[src/rtl/ibex_irq_ctrl.sv]
// Interrupt source for the Ibex core: prescaled mtime/mtimecmp timer, software, external, fast and NMI lanes.
// Bus responses arrive one cycle after each request; external/fast/NMI inputs reach outputs after 1 cycle (3 with sync).
// No backpressure: every request is granted in its own cycle. Define IBEX_IRQ_CTRL_SYNC_EN for input synchronisers.
module ibex_irq_ctrl #(
    parameter int NumFast   = 15,
    parameter int PrescaleW = 8
) (
    input  logic               clk_i,
    input  logic               rst_i,

    input  logic               data_req_i,
    input  logic               data_we_i,
    input  logic [3:0]         data_be_i,
    input  logic [31:0]        data_addr_i,
    input  logic [31:0]        data_wdata_i,
    output logic               data_gnt_o,
    output logic               data_rvalid_o,
    output logic [31:0]        data_rdata_o,
    output logic               data_err_o,

    input  logic [NumFast-1:0] fast_evt_i,
    input  logic               ext_irq_i,
    input  logic               nmi_evt_i,

    output logic               irq_software_o,
    output logic               irq_timer_o,
    output logic               irq_external_o,
    output logic [14:0]        irq_fast_o,
    output logic               irq_nm_o
);

    // Word offsets within the register window (addr[5:2]).
    localparam logic [3:0] IdxMtimeLo    = 4'd0;
    localparam logic [3:0] IdxMtimeHi    = 4'd1;
    localparam logic [3:0] IdxMtimecmpLo = 4'd2;
    localparam logic [3:0] IdxMtimecmpHi = 4'd3;
    localparam logic [3:0] IdxMsip       = 4'd4;
    localparam logic [3:0] IdxFastPend   = 4'd5;
    localparam logic [3:0] IdxFastEn     = 4'd6;
    localparam logic [3:0] IdxPrescale   = 4'd7;
    localparam logic [3:0] IdxNmiPend    = 4'd8;

    // Register state.
    logic [63:0]          mtime;
    logic [63:0]          mtimecmp;
    logic                 msip;
    logic [NumFast-1:0]   fast_pend;
    logic [NumFast-1:0]   fast_en;
    logic [PrescaleW-1:0] prescale;
    logic [PrescaleW-1:0] presc_cnt;
    logic                 nmi_pend;

    // Edge detect / registered irq state.
    logic [NumFast-1:0]   fast_evt_q;
    logic                 nmi_evt_q;
    logic                 ext_q;
    logic                 timer_q;

    // Response pipeline.
    logic                 rvalid_q;
    logic [31:0]          rdata_q;
    logic                 err_q;

    // Bus decode.
    logic [3:0]           reg_idx;
    logic                 wr_en;
    logic                 rd_en;
    logic [31:0]          wmask;
    logic [31:0]          rd_val;
    logic                 bad_idx;
    logic                 unused_addr;

    assign reg_idx     = data_addr_i[5:2];
    assign wr_en       = data_req_i & data_we_i;
    assign rd_en       = data_req_i & ~data_we_i;
    assign wmask       = {{8{data_be_i[3]}}, {8{data_be_i[2]}}, {8{data_be_i[1]}}, {8{data_be_i[0]}}};
    assign unused_addr = ^{data_addr_i[31:6], data_addr_i[1:0]};

    logic wr_mtime_lo, wr_mtime_hi, wr_cmp_lo, wr_cmp_hi;
    logic wr_msip, wr_fast_pend, wr_fast_en, wr_prescale, wr_nmi_pend;

    assign wr_mtime_lo  = wr_en && (reg_idx == IdxMtimeLo);
    assign wr_mtime_hi  = wr_en && (reg_idx == IdxMtimeHi);
    assign wr_cmp_lo    = wr_en && (reg_idx == IdxMtimecmpLo);
    assign wr_cmp_hi    = wr_en && (reg_idx == IdxMtimecmpHi);
    assign wr_msip      = wr_en && (reg_idx == IdxMsip);
    assign wr_fast_pend = wr_en && (reg_idx == IdxFastPend);
    assign wr_fast_en   = wr_en && (reg_idx == IdxFastEn);
    assign wr_prescale  = wr_en && (reg_idx == IdxPrescale);
    assign wr_nmi_pend  = wr_en && (reg_idx == IdxNmiPend);

    // Read mux: current register values, unimplemented bits zero.
    always_comb begin
        rd_val  = 32'd0;
        bad_idx = 1'b0;
        case (reg_idx)
            IdxMtimeLo:    rd_val = mtime[31:0];
            IdxMtimeHi:    rd_val = mtime[63:32];
            IdxMtimecmpLo: rd_val = mtimecmp[31:0];
            IdxMtimecmpHi: rd_val = mtimecmp[63:32];
            IdxMsip:       rd_val = {31'd0, msip};
            IdxFastPend:   rd_val = 32'(fast_pend);
            IdxFastEn:     rd_val = 32'(fast_en);
            IdxPrescale:   rd_val = 32'(prescale);
            IdxNmiPend:    rd_val = {31'd0, nmi_pend};
            default:       bad_idx = 1'b1;
        endcase
    end

    // Grant is withheld while reset is asserted so every output is quiet in reset.
    assign data_gnt_o    = data_req_i & ~rst_i;
    assign data_rvalid_o = rvalid_q;
    assign data_rdata_o  = rdata_q;
    assign data_err_o    = err_q;

    // One-cycle response: capture read data and error flag from the request cycle.
    always_ff @(posedge clk_i or posedge rst_i) begin
        if (rst_i) begin
            rvalid_q <= 1'b0;
            rdata_q  <= 32'd0;
            err_q    <= 1'b0;
        end else begin
            rvalid_q <= data_req_i;
            rdata_q  <= rd_en ? rd_val : 32'd0;
            err_q    <= data_req_i & bad_idx;
        end
    end

    // Input conditioning: optional 2-flop synchronisers ahead of edge detection.
    logic [NumFast-1:0] fast_in;
    logic               ext_in;
    logic               nmi_in;

`ifdef IBEX_IRQ_CTRL_SYNC_EN
    logic [NumFast-1:0] fast_s1, fast_s2;
    logic               ext_s1, ext_s2;
    logic               nmi_s1, nmi_s2;

    // Two-stage synchronisers for the asynchronous event inputs.
    always_ff @(posedge clk_i or posedge rst_i) begin
        if (rst_i) begin
            fast_s1 <= '0;
            fast_s2 <= '0;
            ext_s1  <= 1'b0;
            ext_s2  <= 1'b0;
            nmi_s1  <= 1'b0;
            nmi_s2  <= 1'b0;
        end else begin
            fast_s1 <= fast_evt_i;
            fast_s2 <= fast_s1;
            ext_s1  <= ext_irq_i;
            ext_s2  <= ext_s1;
            nmi_s1  <= nmi_evt_i;
            nmi_s2  <= nmi_s1;
        end
    end

    assign fast_in = fast_s2;
    assign ext_in  = ext_s2;
    assign nmi_in  = nmi_s2;
`else
    assign fast_in = fast_evt_i;
    assign ext_in  = ext_irq_i;
    assign nmi_in  = nmi_evt_i;
`endif

    // Prescaler: tick when the counter reaches PRESCALE; a PRESCALE write restarts it.
    logic tick;
    assign tick = (presc_cnt == prescale);

    // Prescale counter and PRESCALE register.
    always_ff @(posedge clk_i or posedge rst_i) begin
        if (rst_i) begin
            presc_cnt <= '0;
            prescale  <= '0;
        end else begin
            if (wr_prescale) begin
                prescale  <= (prescale & ~wmask[PrescaleW-1:0]) |
                             (data_wdata_i[PrescaleW-1:0] & wmask[PrescaleW-1:0]);
                presc_cnt <= '0;
            end else if (tick) begin
                presc_cnt <= '0;
            end else begin
                presc_cnt <= presc_cnt + 1'b1;
            end
        end
    end

    // mtime: a bus write to either half takes priority over (and swallows) the tick.
    always_ff @(posedge clk_i or posedge rst_i) begin
        if (rst_i) begin
            mtime <= 64'd0;
        end else if (wr_mtime_lo) begin
            mtime[31:0]  <= (mtime[31:0] & ~wmask) | (data_wdata_i & wmask);
        end else if (wr_mtime_hi) begin
            mtime[63:32] <= (mtime[63:32] & ~wmask) | (data_wdata_i & wmask);
        end else if (tick) begin
            mtime <= mtime + 64'd1;
        end
    end

    // mtimecmp halves and the software interrupt bit.
    always_ff @(posedge clk_i or posedge rst_i) begin
        if (rst_i) begin
            mtimecmp <= '1;
            msip     <= 1'b0;
        end else begin
            if (wr_cmp_lo) begin
                mtimecmp[31:0]  <= (mtimecmp[31:0] & ~wmask) | (data_wdata_i & wmask);
            end
            if (wr_cmp_hi) begin
                mtimecmp[63:32] <= (mtimecmp[63:32] & ~wmask) | (data_wdata_i & wmask);
            end
            if (wr_msip && data_be_i[0]) begin
                msip <= data_wdata_i[0];
            end
        end
    end

    // Timer interrupt is the registered unsigned compare result.
    always_ff @(posedge clk_i or posedge rst_i) begin
        if (rst_i) begin
            timer_q <= 1'b0;
        end else begin
            timer_q <= (mtime >= mtimecmp);
        end
    end

    // Fast and NMI capture: rising edges set pending, W1C clears, set wins on collision.
    logic [NumFast-1:0] fast_rise;
    logic [NumFast-1:0] fast_w1c;
    logic               nmi_rise;
    logic               nmi_w1c;

    assign fast_rise = fast_in & ~fast_evt_q;
    assign fast_w1c  = wr_fast_pend ? (data_wdata_i[NumFast-1:0] & wmask[NumFast-1:0]) : '0;
    assign nmi_rise  = nmi_in & ~nmi_evt_q;
    assign nmi_w1c   = wr_nmi_pend & data_be_i[0] & data_wdata_i[0];

    // Pending/enable latches, edge-detect history and the external level register.
    always_ff @(posedge clk_i or posedge rst_i) begin
        if (rst_i) begin
            fast_evt_q <= '0;
            fast_pend  <= '0;
            fast_en    <= '0;
            nmi_evt_q  <= 1'b0;
            nmi_pend   <= 1'b0;
            ext_q      <= 1'b0;
        end else begin
            fast_evt_q <= fast_in;
            fast_pend  <= (fast_pend & ~fast_w1c) | fast_rise;
            if (wr_fast_en) begin
                fast_en <= (fast_en & ~wmask[NumFast-1:0]) |
                           (data_wdata_i[NumFast-1:0] & wmask[NumFast-1:0]);
            end
            nmi_evt_q  <= nmi_in;
            nmi_pend   <= (nmi_pend & ~nmi_w1c) | nmi_rise;
            ext_q      <= ext_in;
        end
    end

    // Fast lanes beyond NumFast are tied off.
    always_comb begin
        irq_fast_o              = 15'd0;
        irq_fast_o[NumFast-1:0] = fast_pend & fast_en;
    end

    assign irq_software_o = msip;
    assign irq_timer_o    = timer_q;
    assign irq_external_o = ext_q;
    assign irq_nm_o       = nmi_pend;

endmodule

[config.mk]
export PLATFORM = sky130hd
export DESIGN_NAME = ibex_irq_ctrl
export DESIGN_NICKNAME = d
export VERILOG_FILES = /design/src/rtl/ibex_irq_ctrl.sv
export SDC_FILE = /design/constraint.sdc
export NUM_CORES = 1
export LEC_CHECK = 0
export BUFFER_PORTS_ARGS = -buffer_cell sky130_fd_sc_hd__buf_2
export CORE_UTILIZATION = 59
export DETAILED_ROUTE_END_ITERATION = 10
export PLACE_DENSITY_LB_ADDON = 0.2
export SLEW_MARGIN = 20
export SYNTH_ARGS = -nofsm -noshare
export SYNTH_HDL_FRONTEND = slang
export SYNTH_SLANG_ARGS = --single-unit
export TNS_END_PERCENT = 100
[constraint.sdc]
create_clock -name clk_i -period 16.22 [get_ports clk_i]
set_input_delay 3.244 -clock clk_i [delete_from_list [all_inputs] [get_ports clk_i]]
set_output_delay 3.244 -clock clk_i [all_outputs]
set_load 0.03 [all_outputs]
==> qor.csv, run 1 <==
stage;metric;value;unit
timing;Slew @ Worst Pin;1.157;ns
die;Die ar.;22220;µm²
die;Die H;149.1;µm
die;row count;53;
route;via-per-instance ratio;6.515;
route;M1 WL;15.36;mm
synthesis;number of distinct library cells after synthesis;71;
cts;number of H-tree levels;1;
timing;Final Cycle Share;42.76;%
synthesis;Yosys reg bits;228;
die;Die Span X;149.1;µm
power_and_ir_drop;Power Dens Cells;117.6;nW/µm²
global_route;number of global-route vias before repair;11240;
route;DR iter-0 viols;1204;
worst_setup_path;Crit path buffers/inverters;3;
timing;Slew HR;22.86;%
placement;final RePlAce weighted congestion;0.9614;
worst_setup_path;crit-path leading delay family;buffers and inverters;
synthesis;post-synthesis area per instance;9.101;µm²
worst_setup_path;CP required;12.98;ns
route;Routed met3 length;3.631;mm
synthesis;Synth warnings;0;
cts;postcts setup bufs;0;
cts;Max Root-Sink Buffers;3;
status;status;finished clean;
worst_setup_path;crit-path most repeated cell;buf_2;
min_path;worst hold-check path type;flop to flop;
synthesis;Synth top area share;32.16;%
placement;DP Wirelength;25.88;mm
synthesis;Seq/Total Area, Yosys;45.34;%
cts;TritonCTS clock tree;yes;
synthesis;synth top area cells;dfrtp_1, dfstp_2, ha_1;
cts;total CTS buffers;26;
route;DR pass1 iterations;6;
route;met2 wire length;17.02;mm
synthesis;number of synthesized flops with an enable pin;0;
worst_setup_path;Setup CP Type;primary input to output pin;
timing;min Tclk post-route;6.935;ns
die;core area;21090;µm²
cts;CTS root buffer;clkbuf_16;
die;I/O pin count;143;
global_route;global route overflow;0;
cts;Clock Pin Slew Worst Setup and Hold Paths;0.06;ns
die;Initial Util;60.51;%
synthesis;Synth async-reset ratio;100.0;%
global_route;largest net degree at the start of global routing;108;
synthesis;biggest area consumer among synthesized cells;dfrtp_1;
layout;share of cells above drive strength 1;19.02;%
job;Max Cap Viol;0;
timing;RSZ-0062 raised after global routing;false;
power_and_ir_drop;Final Total Pwr;1694;µW
cts;Clk Latency, worst-skew pair;0.53;ns
layout;fillers;1713;
route;max layer used;met4;
route;WL per Instance;20.82;µm
layout;nets@finish;1644;
timing;Worst Skew;0.01177;ns
timing;Fmax;0.1442;GHz
worst_setup_path;CP Max Fanout;4;
route;Post-DRT Antenna Nets;0;
layout;area grow syn2layout;12.88;%
power_and_ir_drop;peak supply drop;0.00008547;V
worst_setup_path;CP Launch Type;primary input;
global_route;first-pass GRT wire length;59.60;mm
worst_setup_path;biggest cell delay along the critical path;0.19;ns
cts;# hold bufs at CTS;0;
synthesis;Post-Syn Instances;1402;
timing;Sum Neg Setup Slack;0;ns
synthesis;Syn Nets;1557;
worst_setup_path;Worst path slowest cell;buf_2;
timing;Slew Limit Fails;0;
synthesis;top_reg_cell synth;dfrtp_1;
cts;number of clock sinks;228;
worst_setup_path;Critical Path, Cell by Cell;buf_2, inv_1, nor2_1, buf_2;
layout;most frequent cells in the layout;nand2_1, dfrtp_1, o21ai_0;
timing;final setup violation count;0;
worst_setup_path;Crit path arrival time;3.69;ns
route;DRC viols;0;
global_route;Total Routing Usage GR;34.10;%
layout;commonest non-fill, non-tap cell in the layout;nand2_1;
route;DR vias;11620;
worst_setup_path;endpoint type of the worst setup path;output pin;
timing;Fin. Hold Viols;0;
layout;# diodes;0;
cts;# resized after CTS;0;
placement;I/O Buffers;114;
synthesis;Post-Syn Area;12760;µm²
power_and_ir_drop;Leakage;0.006499;µW
global_route;initial antenna violation count;0;
route;Total Wirelength;37.14;mm
==> routing by layer <==
layer	GRT usage, %	vias to the layer above
li1	-	5284
met1	47.36	5558
met2	53.63	677
met3	5.719	104
met4	12.70	0
met5	0	-
==> final timing paths <==
check	start	end	slack, ns	cells after the start
setup / recovery	data_req_i	data_gnt_o	9.28	4
hold / removal	fast_evt_q[7]	fast_pend[7]	0.41	1
setup reg to reg	presc_cnt[5]	flop	13.11	6
hold reg to reg	fast_evt_q[7]	fast_pend[7]	0.41	1
max in group asynchronous	rst_i	fast_evt_q[11]	11.91	3
min in group asynchronous	rst_i	data_rdata_o[16]	2.88	2
==> per-stage QoR <==
step                      hold WS, ns  util [%]  instances  instance area (µm²)  setup WS (ns)
after floorplan                0.3996         -       1402                12760          6.834
after global placement         0.4020     64.21       1736                13540          9.298
after detailed placement       0.4090     64.21       1736                13540          9.285
after CTS                      0.4170     68.30       1784                14400          9.283
after global routing           0.4301     68.30       1784                14400          9.242
final                          0.4131     68.30       1784                14400          9.285
==> power by group <==
| part | total [µW] | switching [µW] | internal, µW |
|---|---|---|---|
| logic | 335 | 207 | 129 |
| registers | 769 | 98.9 | 670 |
| clock network | 590 | 237 | 353 |
| total | 1690 | 543 | 1150 |
==> cell families after synthesis <==
logic type / after synthesis / synth area share (%)
xor gates and xnor gates: 14 / 0.9610
AOI/OAI and AO/OA: 405 / 20.63
DFF: 228 / 45.34
adders and majority gates: 66 / 6.472
buffers and inverters: 169 / 5.148
muxes: 29 / 2.550
and+or+nand+nor: 491 / 18.90
==> Yosys cell counts (all sizes together), types with 3 or more instances <==
cell and instances:
a211o 4, a211oi 29, a21o 5, a21oi 70, a221oi 3, a222oi 4
a22o 5, a22oi 75, a311oi 18, a31oi 21, and2 24, and3 24
and4 6, buf 19, clkbuf 52, dfrtp 164, dfstp 64, ha 66
inv 98, mux2 28, nand2 173, nand2b 8, nand3 38, nand4 31
nor2 101, nor2b 3, nor3 45, nor3b 7, nor4 19, o211a 4
o211ai 6, o21a 3, o21ai 117, o22ai 11, o2bb2ai 3, o311ai 7
o31ai 3, o32ai 3, or3 3, or4 3, xor2 13
==> area by class of cell <==
type / instances / area (µm²) / area share [%]
multi-input combinational: 1005 / 6345 / 44.05
sequential: 228 / 5786 / 40.17
clock buffer: 41 / 798.3 / 5.543
timing repair buffer: 130 / 690.7 / 4.795
inverter: 98 / 375.4 / 2.606
tap: 275 / 344.1 / 2.389
clock inverter: 7 / 63.81 / 0.4431
(Power assumes the default switching activity.)
==> run 2, diff against run 1 <==
CORE_UTILIZATION = 54   (was 59)
clock period = 5.9 ns   (was 16.22 ns; I/O delays follow)
==> qor.csv, run 2 (same netlist as run 1, synthesis figures left out) <==
stage;metric;value;unit
worst_setup_path;CP Launch Type;primary input;
die;Die Span X;155.7;µm
placement;final RePlAce weighted congestion;0.9063;
worst_setup_path;Critical Path, Cell by Cell;buf_2, nor4b_4, buf_4, and2_1, nand2_1, a21oi_1, a21oi_1, a311oi_1;
worst_setup_path;Worst path slowest cell;and2_1;
layout;fillers;1957;
die;row count;55;
cts;postcts setup bufs;0;
die;Initial Util;55.68;%
timing;min Tclk post-route;3.612;ns
timing;Fmax;0.2768;GHz
layout;commonest non-fill, non-tap cell in the layout;nand2_1;
cts;number of H-tree levels;1;
worst_setup_path;endpoint type of the worst setup path;flop;
timing;Worst Skew;0.01404;ns
cts;number of clock sinks;228;
layout;# diodes;0;
timing;Final Cycle Share;61.22;%
timing;Sum Neg Setup Slack;0;ns
timing;Slew Limit Fails;0;
route;WL per Instance;20.67;µm
worst_setup_path;worst r2r path cells;7;
cts;Clk Latency, worst-skew pair;0.54;ns
timing;final setup violation count;0;
worst_setup_path;crit-path most repeated cell;a21oi_1;
min_path;hold endpoint;fast_pend[6];
layout;share of cells above drive strength 1;19.11;%
layout;most frequent cells in the layout;nand2_1, dfrtp_1, o21ai_0;
layout;Multi-input gate area;6345;µm²
route;DR pass1 iterations;5;
placement;DP Wirelength;26.58;mm
cts;# resized after CTS;0;
power_and_ir_drop;Power Dens Cells;325.1;nW/µm²
power_and_ir_drop;switching pwr;1509;µW
cts;CTS root buffer;clkbuf_16;
route;DR iter-0 viols;1129;
power_and_ir_drop;clock group share of total power;35.4;%
route;DRC viols;0;
layout;nets@finish;1647;
timing;Slew HR;22.67;%
route;DR vias;11460;
layout;area grow syn2layout;13.70;%
power_and_ir_drop;Final Total Pwr;4716;µW
worst_setup_path;Crit path buffers/inverters;2;
global_route;global route overflow;0;
route;Post-DRT Antenna Nets;0;
global_route;largest net degree at the start of global routing;139;
layout;register area;5786;µm²
placement;I/O Buffers;114;
status;status;finished clean;
global_route;number of global-route vias before repair;10930;
worst_setup_path;CP required;6.33;ns
timing;Slew @ Worst Pin;1.160;ns
cts;total CTS buffers;26;
worst_setup_path;CP Max Fanout;32;
worst_setup_path;Setup CP Type;primary input to flop;
layout;Post-Layout Cell Count;1825;
worst_setup_path;Crit path arrival time;4.05;ns
die;I/O pin count;143;
die;core area;22920;µm²
power_and_ir_drop;Leakage;0.006522;µW
worst_setup_path;crit-path leading delay family;simple AND/OR/NAND/NOR gates;
die;Die ar.;24250;µm²
timing;Fin. Hold Viols;0;
job;Max Cap Viol;0;
timing;RSZ-0062 raised after global routing;false;
min_path;hold depth;1;
cts;TritonCTS clock tree;yes;
min_path;hold path startpoint;fast_evt_q[6];
min_path;worst hold-check path type;flop to flop;
cts;Clock Pin Slew Worst Setup and Hold Paths;0.06;ns
global_route;initial antenna violation count;0;
global_route;Total Routing Usage GR;31.80;%
route;via-per-instance ratio;6.277;
power_and_ir_drop;Pint;3208;µW
power_and_ir_drop;sw frac;31.99;%
route;Total Wirelength;37.72;mm
worst_setup_path;biggest cell delay along the critical path;0.64;ns
worst_setup_path;flop2flop setup slack;2.32;ns
power_and_ir_drop;peak supply drop;0.0002402;V
layout;Final Util;63.31;%
cts;# hold bufs at CTS;0;
power_and_ir_drop;Logic pwr share;19.7;%
cts;Max Root-Sink Buffers;3;
placement;Post-Place Cells;1776;
die;Die H;155.7;µm
power_and_ir_drop;Reg power frac;44.9;%
global_route;first-pass GRT wire length;60.27;mm
-- run 2: changes by cell type in the layout (fill, tap and decap cells not counted), sizes merged --
cell | before | now
clkbuf | 41 | 38
buf | 130 | 133
clkinvlp | 0 | 1
inv | 99 | 97
bufinv | 1 | 3
clkinv | 5 | 7
-- run 2: layer usage --
metal  track usage [%]  wire length, µm
met3             6.167             3430
met5                 0                0
met4             11.11              962
met1             45.02            16290
met2             48.77            17040
-- run 2: power groups by stage --
stage	clock network (µW)	registers (µW)	logic, µW
after CTS	1690	2110	918
after global placement	0	2120	878
after floorplan	0	2050	655
after detailed placement	0	2130	912
after global routing	1740	2150	1040
final	1670	2120	928
-- run 2: through the flow --
step | setup WS (ns) | area (µm²) | hold slack [ns]
finish | 2.288 | 14510 | 0.4187
global route | 2.148 | 14510 | 0.4391
CTS | 2.352 | 14490 | 0.4214
detailed placement | 1.861 | 13610 | 0.4139
global placement | 1.922 | 13610 | 0.4021
floorplan | 1.792 | 12760 | 0.3996
-- run 2: layout make-up --
type                    instances  share of cell area, %
clock buffers                  38                  5.149
clock inverters                10                 0.8883
inverters                      98                  2.561
multi-input cells            1005                  43.73
flip-flops and latches        228                  39.88
well taps                     313                  2.699
repair buffers                133                  5.088
-- run 2: worst max-delay path by stage --
stage / from / end / slack (ns) / depth (start not counted)
after floorplan: rst_i / asynchronous set/reset pin / 1.79 / 1
after global placement: data_addr_i[2] / flop / 1.92 / 8
after detailed placement: data_req_i / flop / 1.86 / 9
after CTS: data_addr_i[2] / flop / 2.35 / 8
after global routing: data_addr_i[2] / flop / 2.15 / 8
final: data_addr_i[2] / flop / 2.29 / 8
